`config.mk`:
```
export PLATFORM = sky130hd
export DESIGN_NAME = zero_edge_scheduler
export DESIGN_NICKNAME = d
export VERILOG_FILES = /design/src/rtl/zero_edge_scheduler_pkg.sv /design/src/rtl/zero_edge_fsm.sv /design/src/rtl/zero_edge_scheduler.sv
export SDC_FILE = /design/constraint.sdc
export NUM_CORES = 1
export LEC_CHECK = 0
export ABC_AREA = 0
export CORE_MARGIN = 2
export CORE_UTILIZATION = 52
export CTS_CLUSTER_DIAMETER = 100
export DETAILED_ROUTE_END_ITERATION = 10
export GPL_TIMING_DRIVEN = 0
export PLACE_DENSITY_LB_ADDON = 0.15
export SKIP_LAST_GASP = 1
export SYNTH_ARGS = -nofsm -noshare
export SYNTH_HDL_FRONTEND = slang
export SYNTH_SLANG_ARGS = --single-unit
export TNS_END_PERCENT = 30
```
`constraint.sdc`:
```
create_clock -name clock -period 2.17 [get_ports clock]
set_input_delay 0.3255 -clock clock [delete_from_list [all_inputs] [get_ports clock]]
set_output_delay 0.3255 -clock clock [all_outputs]
set_load 0.005 [all_outputs]
```
`src/rtl/zero_edge_scheduler_pkg.sv`:
```
// Shared types and constants for the two-channel serial 1-to-0 edge counter.
package zero_edge_scheduler_pkg;

  localparam int unsigned WORD_W = 8;
  localparam int unsigned CNT_W  = 3;
  localparam int unsigned IDX_W  = $clog2(WORD_W);

  localparam logic CH0 = 1'b0;
  localparam logic CH1 = 1'b1;

  typedef enum logic [1:0] {
    StIdle   = 2'b00,
    StShift  = 2'b01,
    StReport = 2'b10
  } state_e;

  // Detector history: whether the previous bit of the word was 1.
  typedef enum logic {
    DetLow  = 1'b0,
    DetHigh = 1'b1
  } det_state_e;

endpackage

```
`src/rtl/zero_edge_fsm.sv`:
```
// Mealy 1-to-0 transition detector: y_out is high when x_in is 0 and the previous bit was 1.
module zero_edge_fsm
  import zero_edge_scheduler_pkg::*;
(
  input  logic clock,
  input  logic reset,
  input  logic clr,
  input  logic x_in,
  output logic y_out
);

  det_state_e st_q, st_d;

  // History register; clr wipes it so the first bit of a word never fires.
  always_ff @(posedge clock or negedge reset) begin
    if (!reset) begin
      st_q <= DetLow;
    end else begin
      st_q <= st_d;
    end
  end

  // Next history and combinational Mealy output.
  always_comb begin
    st_d  = x_in ? DetHigh : DetLow;
    if (clr) begin
      st_d = DetLow;
    end
    y_out = (st_q == DetHigh) && !x_in;
  end

endmodule

```
`src/rtl/zero_edge_scheduler.sv`:
```
// Round-robin time-sharing of one serial 1-to-0 detector between two word requesters.
module zero_edge_scheduler
  import zero_edge_scheduler_pkg::*;
(
  input  logic              clock,
  input  logic              reset,
  input  logic              req0,
  input  logic              req1,
  input  logic [WORD_W-1:0] data0,
  input  logic [WORD_W-1:0] data1,
  output logic              gnt0,
  output logic              gnt1,
  output logic              busy,
  output logic              done,
  output logic              done_id,
  output logic [CNT_W-1:0]  zero_count
);

  state_e             state_q, state_d;
  logic [WORD_W-1:0]  shreg_q;
  logic [IDX_W-1:0]   bit_idx_q;
  logic [CNT_W-1:0]   cnt_q;
  logic [CNT_W-1:0]   cnt_next;
  logic               cur_ch_q;
  logic               last_q;
  logic               gnt0_q, gnt1_q;
  logic               done_id_q;
  logic [CNT_W-1:0]   zero_count_q;
  logic               accept;
  logic               win;
  logic               last_bit;
  logic               det_clr;
  logic               det_y;

  // History is held clear outside SHIFT, so the latch edge always starts a word fresh.
  assign det_clr  = (state_q != StShift);
  assign last_bit = (bit_idx_q == IDX_W'(WORD_W - 1));
  assign cnt_next = cnt_q + CNT_W'(det_y);

  zero_edge_fsm u_det (
    .clock (clock),
    .reset (reset),
    .clr   (det_clr),
    .x_in  (shreg_q[0]),
    .y_out (det_y)
  );

  // State register.
  always_ff @(posedge clock or negedge reset) begin
    if (!reset) begin
      state_q <= StIdle;
    end else begin
      state_q <= state_d;
    end
  end

  // Next state and round-robin winner; requests only matter in IDLE.
  always_comb begin
    state_d = state_q;
    accept  = 1'b0;
    win     = CH0;
    case (state_q)
      StIdle: begin
        if (req0 || req1) begin
          accept  = 1'b1;
          state_d = StShift;
          // Contention goes to the channel not granted last; otherwise the lone requester.
          win     = (req0 && req1) ? ~last_q : req1;
        end
      end
      StShift: begin
        if (last_bit) begin
          state_d = StReport;
        end
      end
      StReport: state_d = StIdle;
      default:  state_d = StIdle;
    endcase
  end

  // Datapath: latch winner, shift LSB first, count edges, capture result on the last bit.
  always_ff @(posedge clock or negedge reset) begin
    if (!reset) begin
      shreg_q      <= '0;
      bit_idx_q    <= '0;
      cnt_q        <= '0;
      cur_ch_q     <= CH0;
      last_q       <= CH1;
      gnt0_q       <= 1'b0;
      gnt1_q       <= 1'b0;
      done_id_q    <= CH0;
      zero_count_q <= '0;
    end else begin
      gnt0_q <= accept && (win == CH0);
      gnt1_q <= accept && (win == CH1);
      if (accept) begin
        shreg_q   <= (win == CH1) ? data1 : data0;
        bit_idx_q <= '0;
        cnt_q     <= '0;
        cur_ch_q  <= win;
        last_q    <= win;
      end else if (state_q == StShift) begin
        shreg_q   <= shreg_q >> 1;
        bit_idx_q <= bit_idx_q + 1'b1;
        cnt_q     <= cnt_next;
        if (last_bit) begin
          zero_count_q <= cnt_next;
          done_id_q    <= cur_ch_q;
        end
      end
    end
  end

  assign gnt0       = gnt0_q;
  assign gnt1       = gnt1_q;
  assign busy       = (state_q != StIdle);
  assign done       = (state_q == StReport);
  assign done_id    = done_id_q;
  assign zero_count = zero_count_q;

endmodule

```
==> results of run 1 <==
state kept, by name (all words and copies together) (netlist names):
signal	flops
gnt0	1
state_q	2
cnt_q	3
cur_ch_q	1
u_det.st_q	1
zero_count	3
done_id	1
last_q	1
shreg_q	8
bit_idx_q	3
gnt1	1
power by group:
| part | internal, W | switching (W) | total [W] |
|---|---|---|---|
| clock | 0.0000716 | 0.000127 | 0.000198 |
| combinational | 0.000376 | 0.000346 | 0.000722 |
| sequential | 0.000661 | 0.000107 | 0.000768 |
| total | 0.00111 | 0.000579 | 0.00169 |
synth_stat cells, types with 2 or more instances:
library cell / number
a21oi_1: 9
a22o_1: 4
a31oi_1: 7
a32oi_1: 7
and2_1: 2
buf_2: 2
buf_6: 2
dfrtp_1: 24
ha_1: 4
inv_1: 2
mux2_2: 3
nand2_1: 4
nand2b_1: 2
nand3_1: 7
nor2_1: 4
nor2b_1: 2
nor3b_4: 2
o21ai_0: 4
layout make-up:
cell class / count / area (µm²) / area share
buffer: 5 / 40.0 / 0.0261
clock buffer: 4 / 26.3 / 0.0171
inverter: 3 / 12.5 / 0.00816
multi-input combinational: 72 / 523 / 0.341
sequential: 25 / 627 / 0.409
tap: 28 / 35.0 / 0.0228
timing repair buffer: 27 / 270 / 0.176
how the worst max path moves through the flow:
stage / startpoint / endpoint / slack [ns] / depth (start not counted)
global placement: state_q[1]$_DFFE_PN0P_ / done / 0.36 / 4
global route: state_q[1]$_DFFE_PN0P_ / done / 0.07 / 4
finish: state_q[1]$_DFFE_PN0P_ / done / 0.18 / 4
CTS: state_q[1]$_DFFE_PN0P_ / done / 0.17 / 4
detailed placement: state_q[1]$_DFFE_PN0P_ / done / 0.34 / 4
floorplan: bit_idx_q[0]$_DFFE_PN0P_ / done_id$_DFFE_PN0P_ / 0.78 / 4
cells by family after synthesis:
| logic type | after synthesis | synth area share |
|---|---|---|
| buf+inv | 8 | 0.0427 |
| xor+xnor | 1 | 0.00729 |
| fa+ha+maj | 4 | 0.0417 |
| mux | 3 | 0.0281 |
| simple gates | 31 | 0.173 |
| compound gates | 33 | 0.185 |
| flops | 25 | 0.522 |
worst reg2reg max path, delay by kind of cell (launching register included):
kind	cells	cell delay [ns]
adders and majority gates	2	0.39
muxes	1	0.38
and+or+nand+nor	1	0.25
DFF	1	0.42
through the flow:
step                hold WS [ns]  utilization  cell area [µm²]
floorplan                 0.0299            -             1200
global placement           0.458        0.688             1510
detailed placement         0.469        0.688             1510
CTS                        0.490        0.700             1530
global route               0.511        0.700             1530
finish                     0.489        0.700             1530
routing by layer:
metal  wire (µm)  vias to the layer above  track usage  part of all wire
li1            -                      459            -                 -
met1        1130                      455        0.266              0.44
met2        1260                       33        0.338              0.49
met3         157                        4       0.0402             0.061
met4          35                        0       0.0746             0.014
met5           0                        -            0                 0
==> metrics, run 1 <==
status completed; initial antenna violation count 0; Critical Path End Type output port; Worst-Margin Slew 1.09 ns; CTS tree done; Pwr Total 0.00169 W; DRC Markers 0; Hold Crit Class flip-flop to flip-flop; initial detailed-routing violation count 26; worst-case clock buffer depth 2; WP data arrival 1.67 ns; VDD IR max 0.773 mV; Startpoint Class flip-flop; Setup TNS 0 ns; synthesized flop and latch total 25; reg-to-reg startpoint bit_idx_q[0]$_DFFE_PN0P_; Post-synth top flop dfrtp_1; routed vias/inst 5.80; Setup WS post-layout 0.176 ns; EDFF count, synth 0; n_diodes 0; Yosys top cell area share 0.500; # IOs 28; nets@finish 161; most frequent cells in the layout clkdlybuf4s50_1, dfrtp_1, a21oi_1; HPWL after detailed placement 1860 µm; post-synthesis async set-or-reset flop share 1.00; Synth Cell Area 0.00120 mm²; WL per Instance 15.7 µm; Clock Sinks 25; CP Cell Sequence buf_4 -> clkinv_2 -> nor2_1 -> clkdlybuf4s50_1; die area 0.00271 mm²; HP Start bit_idx_q[0]$_DFFE_PN0P_; top cells by area, synth dfrtp_1, a32oi_1, ha_1, a21oi_1, a31oi_1; overflow left after global routing 0; Post-CTS Setup Inserts 0; RSZ-0062 raised after global routing false; largest net degree at the start of global routing 26; CP Class flip-flop to output port; Max Cap Viol 0; total number of vias 951; cts bufs inserted 3; Register-to-Register Path Depth 4; Buffers on Ports 27; CP top delay family buffers and inverters; All-Layer GR Usage 0.205; Die Ht 52.1 µm; Mean Syn Cell Area 11.4 µm²; layout cells sized above 1 0.125; Post-DRT Antenna Nets 0; clk_lat worst skew 0.30 ns; Final Max Tran Viols 0; WP buf/inv 3; PwrDens 1100 mW/mm²; R2R Path End zero_count[0]$_DFFE_PN0P_; Initial Utilization 0.548; R2R Setup Slk 0.63 ns; WHS Path Cells 1; Worst Path Required 1.84 ns; core area 0.00219 mm²; area leader, netlist dfrtp_1; Hold EP bit_idx_q[0]$_DFFE_PN0P_; most common cell after layout, fill and taps aside clkdlybuf4s50_1; post-cts resize count 1; clk root buf clkbuf_4; Synth Instances 105; floorplan row count 17; Worst Clk Skew 0.00163 ns; Clock Pin Slew Worst Setup and Hold Paths 0.12 ns; Final Hold Violating Endpoints 0; routed wire length 2570 µm; Rel. slew slack 0.271; Final period util 0.919; DRT Pass-1 Iters 5; final-report setup violation count 0; CTS Hold Buffers Added 0; Die Width 52.1 µm; Cell variety after synth 32; global-route wire length before repair 4040 µm; crit path max fanout 9; DP Worst Slack 0.345 ns; FMAX 502 MHz; vias in the first global route 894; Non-Filler Instances 164; Area Growth Syn to Fin 27.7%; synth warn 0; CTS H-tree depth 1; Fillers 175; slowest cell delay on critical path 0.51 ns; Final min period 1.99 ns; GPL Wtd Cong 0.825; P_leak 0.649 nW; syn nets 129; slowest CP cell clkdlybuf4s50_1; register area share after synthesis 0.522; Placed Cells incl. Taps 160
Note: power is estimated with default switching activity, not from simulation.
==> run 2, diff against run 1 <==
clock period = 2.5 ns   (was 2.17 ns; I/O delays follow)
==> run 2 against run 1 <==
  * Count of clock-buffer cells in the layout is the same
  * Sequential cell count stayed put
  * Worst setup slack gained 0.082 ns
  * Cell count unchanged
  * Global-route usage unchanged
  * Routed wire length decreased by 0.47%
  * Clock power is 13% lower
  * First-iteration DRC count did not move
  * Sequential share of layout area is essentially flat
  * Worst hold slack is the same
  * Die area unchanged
  * Power decreased by 13%
  * Critical path type unchanged
  * Critical endpoint unchanged
  * Highest routed layer unchanged
==> metrics, run 2 (synthesis results as in run 1) <==
status completed; slowest CP cell clkdlybuf4s50_1; CP Cell Sequence buf_4 -> clkinv_1 -> nor2_1 -> clkdlybuf4s50_1; WL per Instance 15.6 µm; floorplan row count 17; CTS H-tree depth 1; CTS Hold Buffers Added 0; Final Util 0.700; PwrDens 955 mW/mm²; RSZ-0062 raised after global routing false; final-report setup violation count 0; All-Layer GR Usage 0.205; most frequent cells in the layout clkdlybuf4s50_1, dfrtp_1, a21oi_1; WP buf/inv 3; # IOs 28; DRC Markers 0; Buffers on Ports 27; worst-case clock buffer depth 2; Final period util 0.897; R2R Setup Slk 0.96 ns; Clk pwr share 0.118; Critical Path End Type output port; routed wire length 2560 µm; largest net degree at the start of global routing 26; VDD IR max 0.671 mV; Area Growth Syn to Fin 27.6%; CTS tree done; NetSw 0.000502 W; Die Width 52.1 µm; switching power share of the total 0.343; GPL Wtd Cong 0.825; Clock Sinks 25; Hold Crit Class flip-flop to flip-flop; clk_lat worst skew 0.30 ns; Worst Clk Skew 0.00184 ns; P_leak 0.648 nW; CP Class flip-flop to output port; routed vias/inst 5.73; core area 0.00219 mm²; Die Ht 52.1 µm; Post-DRT Antenna Nets 0; layout cells sized above 1 0.118; Initial Utilization 0.548; Final Hold Violating Endpoints 0; clk root buf clkbuf_4; WP data arrival 1.87 ns; Clock Pin Slew Worst Setup and Hold Paths 0.12 ns; sequential share of power 0.455; Rel. slew slack 0.279; initial detailed-routing violation count 26; most common cell after layout, fill and taps aside clkdlybuf4s50_1; Top reg by flops shreg_q; nets@finish 161; WP depth 4; global-route wire length before repair 4040 µm; Setup TNS 0 ns; DRT Pass-1 Iters 5; total number of vias 940; crit path max fanout 9; post-cts resize count 0; Final Max Tran Viols 0; n_diodes 0; initial antenna violation count 0; overflow left after global routing 0; cts bufs inserted 3; Register-to-Register Path Depth 4; Internal 0.000962 W; slowest cell delay on critical path 0.52 ns; Worst-Margin Slew 1.08 ns; Final min period 2.24 ns; Worst Path Required 2.12 ns; HPWL after detailed placement 1860 µm; max FFs per register 8; CP top delay family buffers and inverters; FMAX 446 MHz; die area 0.00271 mm²; Post-CTS Setup Inserts 0; Startpoint Class flip-flop; vias in the first global route 894; Max Cap Viol 0; Fin Hold WS 0.489 ns; Comb pwr share 0.427; WHS Path Cells 1
[run 2: changes by cell type in the layout (fill, tap and decap cells not counted)]
cell,previous run,this run
clkinv_1,0,1
clkinv_2,1,0
[run 2: per-layer routing]
layer  routed length, µm  global-route usage  up-vias
li1                    -                   -      459
met1                1140               0.266      450
met2                1250               0.338       27
met3                 134              0.0402        4
met4                  35              0.0746        0
met5                   0                   0        -
[run 2: through the flow]
stage	std cells	cell area, µm²	total power [W]	setup WS, ns
finish	164	1530	0.00146	0.258
global route	164	1530	0.00157	0.135
CTS	164	1530	0.00148	0.260
detailed placement	160	1510	0.00131	0.625
global placement	160	1510	0.00126	0.643
floorplan	105	1200	0.00107	1.11
[run 2: worst paths after layout]
path / end / from
setup reg to reg: zero_count[0]$_DFFE_PN0P_ / bit_idx_q[0]$_DFFE_PN0P_
hold reg to reg: bit_idx_q[0]$_DFFE_PN0P_ / bit_idx_q[0]$_DFFE_PN0P_
setup / recovery: done / state_q[1]$_DFFE_PN0P_
min in group asynchronous: state_q[1]$_DFFE_PN0P_ / reset
hold / removal: bit_idx_q[0]$_DFFE_PN0P_ / bit_idx_q[0]$_DFFE_PN0P_
max in group asynchronous: cnt_q[1]$_DFFE_PN0P_ / reset
[run 2: final cells by class]
type / instances / area [µm²]
fill: 175 / 658
sequential: 25 / 627
multi-input combinational: 72 / 523
timing repair buffer: 27 / 270
buffer: 5 / 40.0
tap: 28 / 35.0
clock buffer: 4 / 26.3
inverter: 3 / 11.3
[run 2: worst register-to-register path: stages, from the launching register on]
cell	delay [ns]
dfrtp_1	0.42
ha_1	0.20
ha_1	0.19
nand3b_1	0.25
mux2_2	0.38
[run 2: power groups by stage]
stage | combinational (W) | sequential (W) | clock (W)
6_report | 0.000625 | 0.000666 | 0.000172
5_1_grt | 0.000693 | 0.000681 | 0.000199
4_1_cts | 0.000633 | 0.000665 | 0.000181
3_5_place_dp | 0.000630 | 0.000675 | 0
3_3_place_gp | 0.000595 | 0.000662 | 0
2_1_floorplan | 0.000422 | 0.000651 | 0
